`src/rtl/sseg_pkg.sv`:
```
// Shared constants for the 7-segment scan driver: segment patterns and FSM states.
package sseg_pkg;

    // Whole segment bus dark: a..g and dp all off (active low).
    localparam logic [7:0] SEG_BLANK  = 8'hFF;

    // a..g patterns, active low, bit 6 = a ... bit 0 = g.
    localparam logic [6:0] SEG7_0     = 7'b0000001;
    localparam logic [6:0] SEG7_1     = 7'b1001111;
    localparam logic [6:0] SEG7_2     = 7'b0010010;
    localparam logic [6:0] SEG7_3     = 7'b0000110;
    localparam logic [6:0] SEG7_4     = 7'b1001100;
    localparam logic [6:0] SEG7_5     = 7'b0100100;
    localparam logic [6:0] SEG7_6     = 7'b0100000;
    localparam logic [6:0] SEG7_7     = 7'b0001111;
    localparam logic [6:0] SEG7_8     = 7'b0000000;
    localparam logic [6:0] SEG7_9     = 7'b0000100;
    localparam logic [6:0] SEG7_BLANK = 7'b1111111;

    typedef enum logic [1:0] {
        IDLE  = 2'd0,
        BLANK = 2'd1,
        DRIVE = 2'd2
    } state_t;

endpackage

```
`src/rtl/sseg_scan_driver_if.sv`:
```
// Bus between the lab datapath and the scan driver: value/strobe in, display pins out.
interface sseg_scan_driver_if #(
    parameter int NUM_DIGITS = 4
);
    logic                    en;
    logic                    load;
    logic [4*NUM_DIGITS-1:0] digits_bcd;
    logic [NUM_DIGITS-1:0]   dp_mask;
    logic [7:0]              segments;
    logic [NUM_DIGITS-1:0]   anodes;
    logic                    frame_done;

    modport master (
        output en, load, digits_bcd, dp_mask,
        input  segments, anodes, frame_done
    );

    modport slave (
        input  en, load, digits_bcd, dp_mask,
        output segments, anodes, frame_done
    );
endinterface

```
`src/rtl/sseg_bcd_decode.sv`:
```
// Combinational BCD -> a..g decoder, active low; codes 10..15 render blank.
import sseg_pkg::*;

module sseg_bcd_decode (
    input  logic [3:0] i_bcd,
    output logic [6:0] o_seg
);
    // Table lookup; anything outside 0..9 stays dark.
    always_comb begin
        o_seg = SEG7_BLANK;
        case (i_bcd)
            4'd0:    o_seg = SEG7_0;
            4'd1:    o_seg = SEG7_1;
            4'd2:    o_seg = SEG7_2;
            4'd3:    o_seg = SEG7_3;
            4'd4:    o_seg = SEG7_4;
            4'd5:    o_seg = SEG7_5;
            4'd6:    o_seg = SEG7_6;
            4'd7:    o_seg = SEG7_7;
            4'd8:    o_seg = SEG7_8;
            4'd9:    o_seg = SEG7_9;
            default: o_seg = SEG7_BLANK;
        endcase
    end
endmodule

```
`src/rtl/sseg_scan_driver.sv`:
```
// Round-robin scan driver for NUM_DIGITS common-anode digits on a shared segment bus.
// A one-cycle blank precedes every digit's dwell; the displayed value lives in a shadow
// register that is only refreshed at the start of a frame, so digits never tear.
// Optional build macro SSEG_LZB_EN: blank leading zeros (digit 0 always shown).
import sseg_pkg::*;

module sseg_scan_driver #(
    parameter int NUM_DIGITS  = 4,
    parameter int REFRESH_DIV = 100000
) (
    input logic               clk,
    input logic               rst_n,
    sseg_scan_driver_if.slave bus
);
    localparam int CW = $clog2(REFRESH_DIV);
    localparam int IW = $clog2(NUM_DIGITS);
    localparam logic [CW-1:0] CNT_LAST = CW'(REFRESH_DIV - 1);
    localparam logic [IW-1:0] IDX_LAST = IW'(NUM_DIGITS - 1);

    state_t                      r_state;
    logic [CW-1:0]               r_div_cnt;
    logic [IW-1:0]               r_idx;
    logic [NUM_DIGITS-1:0][3:0]  r_pending;
    logic [NUM_DIGITS-1:0]       r_pend_dp;
    logic                        r_pend_valid;
    logic [NUM_DIGITS-1:0][3:0]  r_shadow;
    logic [NUM_DIGITS-1:0]       r_shadow_dp;
    logic [7:0]                  r_segments;
    logic [NUM_DIGITS-1:0]       r_anodes;
    logic                        r_frame_done;

    state_t                      w_state_nxt;
    logic [CW-1:0]               w_cnt_nxt;
    logic [IW-1:0]               w_idx_nxt;
    logic                        w_apply;
    logic [NUM_DIGITS-1:0][3:0]  w_in_bcd;
    logic [3:0]                  w_digit;
    logic [6:0]                  w_seg7;
    logic [6:0]                  w_seg7_disp;
    logic [7:0]                  w_seg_nxt;
    logic [NUM_DIGITS-1:0]       w_an_nxt;
    logic                        w_fd_nxt;

    assign w_in_bcd = bus.digits_bcd;

    // Next state, dwell counter and digit index.
    always_comb begin
        w_state_nxt = r_state;
        w_cnt_nxt   = r_div_cnt;
        w_idx_nxt   = r_idx;
        unique case (r_state)
            IDLE: begin
                if (bus.en) w_state_nxt = BLANK;
            end
            BLANK: begin
                w_state_nxt = DRIVE;
                w_cnt_nxt   = '0;
            end
            DRIVE: begin
                if (r_div_cnt == CNT_LAST) begin
                    w_cnt_nxt   = '0;
                    w_idx_nxt   = (r_idx == IDX_LAST) ? '0 : r_idx + 1'b1;
                    w_state_nxt = bus.en ? BLANK : IDLE;
                end else begin
                    w_cnt_nxt = r_div_cnt + 1'b1;
                end
            end
            default: w_state_nxt = IDLE;
        endcase
    end

    // Frame boundary: entering the blank slot ahead of digit 0.
    assign w_apply = (w_state_nxt == BLANK) && (w_idx_nxt == '0);

    // Outputs are computed from the next state so they register alongside it.
    assign w_digit = r_shadow[w_idx_nxt];

    sseg_bcd_decode u_dec (
        .i_bcd (w_digit),
        .o_seg (w_seg7)
    );

`ifdef SSEG_LZB_EN
    // A digit is a leading zero when it and every digit above it are zero.
    logic [NUM_DIGITS-1:0] w_lz;
    assign w_lz[0] = 1'b0;
    for (genvar gi = 1; gi < NUM_DIGITS; gi++) begin : g_lz
        assign w_lz[gi] = (r_shadow[NUM_DIGITS-1:gi] == '0);
    end
    assign w_seg7_disp = w_lz[w_idx_nxt] ? SEG7_BLANK : w_seg7;
`else
    assign w_seg7_disp = w_seg7;
`endif

    assign w_seg_nxt = (w_state_nxt == DRIVE) ? {w_seg7_disp, ~r_shadow_dp[w_idx_nxt]} : SEG_BLANK;
    assign w_an_nxt  = (w_state_nxt == DRIVE) ? ~(NUM_DIGITS'(1) << w_idx_nxt) : '1;
    assign w_fd_nxt  = (w_state_nxt == DRIVE) && (w_cnt_nxt == CNT_LAST) && (w_idx_nxt == IDX_LAST);

    // State, counters, pending/shadow capture and registered pins.
    always_ff @(posedge clk) begin
        if (!rst_n) begin
            r_state      <= IDLE;
            r_div_cnt    <= '0;
            r_idx        <= '0;
            r_pending    <= '0;
            r_pend_dp    <= '0;
            r_pend_valid <= 1'b0;
            r_shadow     <= '0;
            r_shadow_dp  <= '0;
            r_segments   <= SEG_BLANK;
            r_anodes     <= '1;
            r_frame_done <= 1'b0;
        end else begin
            r_state      <= w_state_nxt;
            r_div_cnt    <= w_cnt_nxt;
            r_idx        <= w_idx_nxt;
            r_segments   <= w_seg_nxt;
            r_anodes     <= w_an_nxt;
            r_frame_done <= w_fd_nxt;
            if (bus.load) begin
                r_pending    <= w_in_bcd;
                r_pend_dp    <= bus.dp_mask;
                r_pend_valid <= 1'b1;
            end
            // A load on the apply cycle bypasses pending and lands in shadow directly.
            if (w_apply && (r_pend_valid || bus.load)) begin
                r_shadow     <= bus.load ? w_in_bcd : r_pending;
                r_shadow_dp  <= bus.load ? bus.dp_mask : r_pend_dp;
                r_pend_valid <= 1'b0;
            end
        end
    end

    assign bus.segments   = r_segments;
    assign bus.anodes     = r_anodes;
    assign bus.frame_done = r_frame_done;

endmodule
```
`src/flat_wrapper.sv`:
```
// flat-port wrapper written by rule: the top's interface ports become plain ports
module sseg_scan_driver_flat 
#(
    parameter int NUM_DIGITS  = 4,
    parameter int REFRESH_DIV = 100000
)
  (clk, rst_n, bus_en, bus_load, bus_digits_bcd, bus_dp_mask, bus_segments, bus_anodes, bus_frame_done);
  sseg_scan_driver_if #(.NUM_DIGITS(NUM_DIGITS)) bus_i ();
  input logic clk;
  input logic rst_n;
  input wire logic [$bits(bus_i.en)-1:0] bus_en;
  input wire logic [$bits(bus_i.load)-1:0] bus_load;
  input wire logic [$bits(bus_i.digits_bcd)-1:0] bus_digits_bcd;
  input wire logic [$bits(bus_i.dp_mask)-1:0] bus_dp_mask;
  output wire logic [$bits(bus_i.segments)-1:0] bus_segments;
  output wire logic [$bits(bus_i.anodes)-1:0] bus_anodes;
  output wire logic [$bits(bus_i.frame_done)-1:0] bus_frame_done;
  assign bus_i.en = bus_en;
  assign bus_i.load = bus_load;
  assign bus_i.digits_bcd = bus_digits_bcd;
  assign bus_i.dp_mask = bus_dp_mask;
  assign bus_segments = bus_i.segments;
  assign bus_anodes = bus_i.anodes;
  assign bus_frame_done = bus_i.frame_done;
  sseg_scan_driver #(.NUM_DIGITS(NUM_DIGITS), .REFRESH_DIV(REFRESH_DIV)) u_core (.clk(clk), .rst_n(rst_n), .bus(bus_i));
endmodule
```
`config.mk`:
```
export PLATFORM = sky130hd
export DESIGN_NAME = sseg_scan_driver_flat
export DESIGN_NICKNAME = d
export VERILOG_FILES = /design/src/rtl/sseg_pkg.sv /design/src/rtl/sseg_scan_driver_if.sv /design/src/rtl/sseg_bcd_decode.sv /design/src/rtl/sseg_scan_driver.sv /design/src/flat_wrapper.sv
export SDC_FILE = /design/constraint.sdc
export NUM_CORES = 1
export LEC_CHECK = 0
export CAP_MARGIN = 15
export CORE_AREA = 2 2 86 88
export CTS_BUF_LIST = sky130_fd_sc_hd__clkbuf_4 sky130_fd_sc_hd__clkbuf_8
export CTS_CLUSTER_DIAMETER = 50
export CTS_CLUSTER_SIZE = 24
export DETAILED_ROUTE_END_ITERATION = 8
export DIE_AREA = 0 0 88 90
export PLACE_DENSITY = 0.75
export SYNTH_ARGS = -nofsm -noshare
export SYNTH_HDL_FRONTEND = slang
export SYNTH_SLANG_ARGS = --single-unit
```
`constraint.sdc`:
```
create_clock -name clk -period 8 [get_ports clk]
set_input_delay 0.8 -clock clk [delete_from_list [all_inputs] [get_ports clk]]
set_output_delay 0.8 -clock clk [all_outputs]
set_load 0.05 [all_outputs]
```
==> After elaboration in Yosys (flattened, before gate mapping) <==
Memories as Yosys holds them, arrays and structs flattened. A register that Yosys moved wholly into a read port is not among the register bits.
Index checks and enable logic that the tools add are counted.
{ "word_totals": {"register_bits": 75, "n_memories": 1, "out_inout_bits": 13, "romBits": 112, "elab_cells": 58, "inputBits": 24} }
{ "op_classes": {"n_reduce_logical": 10, "n_eq_ne": 8, "bitwise": 3, "add_sub_neg": 2, "n_shift": 1, "order_cmp": 1, "n_mux": 15} }
{ "memory_table": {"columns": ["memory", "words", "width", "rd", "rd_ports_with_merged_regs", "wr", "line", "text"], "rows": [
  ["(no name shown)", 16, 7, 1, 1, 0, "sseg_bcd_decode.sv:11", "case (i_bcd)"]
]} }
{ "op_table": {"columns": ["cell", "count"], "rows": [
  ["17-bit == test (second input constant)", 2],
  ["17-bit case mux with 2 select lines", 1],
  ["17-bit by 1-bit adder with 17-bit output (second input constant)", 1],
  ["17-bit 2-to-1 mux", 1],
  ["16-bit 2-to-1 mux", 1],
  ["2-bit 2-to-1 mux", 5],
  ["4-bit binary-select mux with 2-bit select", 1],
  ["2-bit == test (second input constant)", 4],
  ["4-bit 2-to-1 mux", 2],
  ["2-bit case mux with 3 select lines", 1],
  ["2-bit by 1-bit == test with 1-bit output (second input constant)", 2],
  ["1-bit logical AND", 4],
  ["2-bit zero test", 2],
  ["4-bit inverter", 1],
  ["1-bit by 2-bit left shift with 4-bit output (first input constant)", 1],
  ["2-bit by 3-bit < comparator with 1-bit output (second input constant)", 1],
  ["2-bit by 1-bit adder with 2-bit output (second input constant)", 1],
  ["1-bit binary-select mux with 2-bit select", 1],
  ["1-bit 2-to-1 mux", 2],
  ["1-bit inverter", 2],
  ["2-bit AND reduction", 1],
  ["2-bit OR reduction", 1],
  ["1-bit zero test", 1],
  ["1-bit logical OR", 1]
]} }

==> Logic depth before layout (Yosys ltp) <==
{ "depth": {"ltp_word": 8, "mapped_depth": 14, "ltp_nobuf": 13} }

==> By module <==
Synthesis repeated with hierarchy kept, for this count alone.
{ "unflattened": {"hier_cells": 395, "hier_area_um2": 3843.7} }
{ "modules_own_cells": {"columns": ["module", "area_per_inst_um2", "cells_per_inst", "n_inst", "seq_area_each_um2"], "rows": [
  ["sseg_scan_driver", 3633.5, 362, 1, 1501.4],
  ["sseg_bcd_decode", 210.2, 33, 1, 0.0]
]} }

==> Worst setup path after synthesis <==
No wires, ideal clock.
{ "synth_timing": {"path_type": "register to register", "startpoint": "register u_core.r_div_cnt[0]", "endpoint": "register u_core.r_segments[3], in the netlist u_core.bus.segments[3]", "synth_period_minus_slack_ps": 2960, "n_path_buf": 1, "path_stages_with_launch": 14, "path_slack_ps": 5040, "arrival_ps": 2891, "cell_sequence": "dfxtp_1 ha_1 and4b_1 and3_1 a21o_2 and2_4 buf_6 nand2b_1 a22o_1 ha_1 or3_1 o221a_2 o21a_1 o21ai_1"} }
{ "synth_between": {"elab_chain_cells": 6} }
{ "synth_rtl": {"columns": ["element", "line", "text"], "rows": [
  ["start, declared", "sseg_scan_driver.sv:21", "logic [CW-1:0] r_div_cnt;"],
  ["start signal, assigned", "sseg_scan_driver.sv:115", "r_div_cnt <= w_cnt_nxt;"],
  ["17-bit == test *", "sseg_scan_driver.sv:60", "if (r_div_cnt == CNT_LAST) begin"],
  ["2-bit 2-to-1 mux", "sseg_scan_driver.sv:60", null],
  ["2-bit case mux with 3 select lines", "sseg_scan_driver.sv:51", "unique case (r_state)"],
  ["2-bit == test", "sseg_scan_driver.sv:95", "assign w_seg_nxt = (w_state_nxt == DRIVE) ? {w_seg7_disp, ~r_shadow_dp[w_idx_nxt]} : SEG_BLANK;"],
  ["2-bit AND reduction (no line)", null, null],
  ["1-bit zero test (no line)", null, null],
  ["end, declared", "sseg_scan_driver.sv:28", "logic [7:0] r_segments;"]
]} }
Every way passes the cells marked *; elsewhere a longest branch is shown, timed or not. The select of a mux whose other input is x is not followed.
A chain may end at the register's enable or synchronous reset.

==> Worst setup path after layout <==
Same ends and word-level chain as after synthesis.

==> reports/metrics.cfg <==
[worst_setup_path]
crit_arrival_ns = 3.55
cp_top_family = simple AND/OR/NAND/NOR gates
path_max_fanout = 9
worstRegToRegCells = 12
worstPathCellList = ha_1 > and4b_1 > and2_4 > and4_4 > or2_1 > a21oi_1 > a22o_1 > ha_1 > or3_1 > o221a_2 > o21a_1 > o21ai_1
rrSetupSlack_ns = 4.74
critPathBufInv = 0
worst_ep_required_time_ns = 8.29
reg2reg_to = u_core.bus.segments[3]$_SDFF_PN1_
end_kind = flip-flop
crit_path_frequent_cell = ha_1
crit_path_max_incr_delay_ns = 0.41
setup.worst_path.class = reg -> reg
slowest_stage = dfxtp_1
reg2reg_from = u_core.r_div_cnt[0]$_SDFF_PN0_
worst_setup_path_start_kind = flip-flop

[detailed_routing]
drt-pass1-iter-count = 5
via_per_inst = 5.45
wl_per_cell_um = 14.4
totalWireLength_um = 7540
antenna_left = 0
drtIter0Drc = 145
routed-via-count = 2859
drc = 0

[finish]
fillers = 608
drive_above_1_share = 0.0915
final_area_um2 = 4320
num-nets-final = 458
n_antenna_cell = 0
syn2layout_area_growth_pct = 16.5

[place]
io_buffers = 36
place_hpwl_um = 5300
post-place-ws_ns = 4.78
gp_congestion = 0.906
placed_area_um2 = 4100

[floorplanning]
die_h_um = 90
rows = 31
io-pin-count = 37
start_util = 0.528
core_region_area_um2 = 7020
die_w_um = 88
die_area_um2 = 7920

[cts]
worstSkewPairLatency_ns = 0.35
cts_tree = built
cts_root_buf = clkbuf_8
clk_pin_slew_ns = 0.07
cts_setup_buffers = 0
cts_sinks = 75
clockBufferDepth = 2
postCtsResizedCells = 0
cts_max_level = 3
cts_buffers = 9
hold_buffers = 0

[yosys]
avgSynthCellArea_um2 = 9.39
syn_nets = 431
async_flop_share = 0
netlist.area_leader.share = 0.405
synth.cell_area_um2 = 3710
ys.flop_type = dfxtp_1
ys_ff_latch = 75
synth-edff-count = 0
ys_top_cells_by_area = dfxtp_1 40%, mux2i_1 7.6%, o211a_1 5.7%
yosysTopAreaCell = dfxtp_1
ys.warnings.count = 0
synth_seq_area_share = 0.405
yosysUniqueCellTypes = 61
netlist_instances = 395

[timing]
final_max_slew_viol_count = 0
finalSetupTns_ns = 0
hold_viol = 0
fin_crit_sh = 0.407
relSlewSlack = 0.269
max_freq_mhz = 307
setup_viol = 0
worstMarginPinSlew_ns = 1.10
layout_setup_ws_ns = 4.74
period_needed_ns = 3.26
rsz0062_at_grt = no
finClkSkew_ns = 0.00544

[power]
swShare = 0.271
peakVddDrop_mv = 0.107
finalPower_mw = 0.902
power_density_nw_per_um2 = 209
combPwrFrac = 0.178
p_sw_mw = 0.245
clkPwrFrac = 0.360
p_int_mw = 0.657
p_seq_frac = 0.462
p_leak_nw = 1.90

[flow_run]
maxCapViolCount = 0

[hold_path]
min_path_cells = 1
hold_end = u_core.r_shadow[5]$_SDFFE_PN0P_
hold_path.class = reg -> reg
min-delay-start = u_core.r_shadow[5]$_SDFFE_PN0P_

[global_routing]
overflow = 0
grt_start_max_net_pins = 56
grt_pass1_wl_um = 12600
first_global_vias = 2675
grt_antenna_before_repair = 0
track_usage = 0.202

[outcome]
outcome = finished, final reports clean

## cells in the final DEF (no fill, tap or decap), types with 10 or more instances in the layout
cell / netlist / routed
nand3_1: 12 / 12
nand2_1: 40 / 40
nor2_1: 20 / 20
ha_1: 12 / 12
mux2i_1: 28 / 28
nor2b_1: 25 / 25
clkbuf_8: 0 / 10
inv_1: 11 / 11
o21ai_0: 11 / 11
o211a_1: 21 / 21
clkdlybuf4s50_1: 0 / 36
dfxtp_1: 75 / 75
## layout make-up
type | count | area [um^2] | area share
repair buffers | 38 | 375 | 0.0869
inverters | 11 | 41.3 | 0.00956
well taps | 99 | 124 | 0.0287
flip-flops and latches | 75 | 1500 | 0.348
multi-input cells | 287 | 2060 | 0.476
clock buffers | 11 | 145 | 0.0336
clock inverters | 4 | 75.1 | 0.0174
## how the worst max path moves through the flow
| stage | from | end | slack, ns | cells after the start |
|---|---|---|---|---|
| final | u_core.r_div_cnt[0]$_SDFF_PN0_ | u_core.bus.segments[3]$_SDFF_PN1_ | 4.74 | 12 |
| after global routing | u_core.r_div_cnt[0]$_SDFF_PN0_ | u_core.r_shadow_dp[0]$_SDFFE_PN0P_ | 4.54 | 9 |
| after CTS | u_core.r_div_cnt[8]$_SDFF_PN0_ | u_core.bus.segments[3]$_SDFF_PN1_ | 4.76 | 11 |
| after detailed placement | u_core.r_div_cnt[8]$_SDFF_PN0_ | u_core.bus.segments[3]$_SDFF_PN1_ | 4.78 | 11 |
| after global placement | u_core.r_div_cnt[8]$_SDFF_PN0_ | u_core.bus.segments[3]$_SDFF_PN1_ | 4.88 | 11 |
| after floorplan | u_core.r_div_cnt[0]$_SDFF_PN0_ | u_core.bus.segments[3]$_SDFF_PN1_ | 5.04 | 13 |
## power by group through the flow
stage | sequential (mW) | combinational [mW] | clock, mW
after floorplan | 0.432 | 0.110 | 0
after global placement | 0.424 | 0.155 | 0
after detailed placement | 0.425 | 0.160 | 0
after CTS | 0.416 | 0.162 | 0.331
after global routing | 0.420 | 0.178 | 0.346
final | 0.416 | 0.161 | 0.325
## cell families (layout without fill, tap and decap cells)
logic type,after synthesis,in the layout,synth area share
flip-flops,75,75,0.405
buffers and inverters,33,64,0.0405
XOR/XNOR,12,12,0.0283
adder cells (fa/ha/maj),12,12,0.0405
AND/OR/NAND/NOR,155,155,0.234
AO/OA/AOI/OAI,77,77,0.161
multiplexers,31,31,0.0908
## state kept, by name, indices dropped and copies added, names as in the netlist
signal / flops
u_core.bus.anodes: 4
u_core.bus.frame_done: 1
u_core.bus.segments: 8
u_core.r_div_cnt: 17
u_core.r_idx: 2
u_core.r_pend_dp: 4
u_core.r_pend_valid: 1
u_core.r_pending: 16
u_core.r_shadow: 16
u_core.r_shadow_dp: 4
u_core.r_state: 2
## cell usage after synthesis, drive strengths merged, types with 2 or more instances
library cell,number
a21boi,7
a21o,2
a21oi,10
a31oi,5
and2,10
and3,9
and4,4
and4b,2
buf,9
clkbuf,13
dfxtp,75
ha,12
inv,11
mux2i,30
nand2,41
nand2b,3
nand3,12
nand3b,3
nand4,4
nor2,20
nor2b,25
nor3,7
nor3b,2
nor4,3
o211a,21
o21ai,17
o22ai,4
o32ai,2
or2,2
or3,5
xnor2,4
xor2,8
## layer usage
layer / track usage / up-vias / wire length [um]
met3: 0.0331 / 13 / 237
li1: - / 1460 / -
met4: 0.0808 / 0 / 137
met5: 0 / - / 0
met1: 0.272 / 1331 / 3560
met2: 0.319 / 55 / 3600
## per-stage QoR
stage                util  instances  hold slack, ns
detailed placement  0.584        510           0.483
CTS                 0.615        525           0.501
finish              0.615        525           0.503
floorplan               -        395           0.464
global placement    0.584        510           0.481
global route        0.615        525           0.515
## worst register-to-register path, cell delays in order, from the launching register on
cell and delay [ns]:
dfxtp_1 0.41, ha_1 0.27, and4b_1 0.26, and2_4 0.19, and4_4 0.26, or2_1 0.31
a21oi_1 0.08, a22o_1 0.33, ha_1 0.26, or3_1 0.38, o221a_2 0.25, o21a_1 0.10
o21ai_1 0.10
Power figures use the tool's default switching activity.
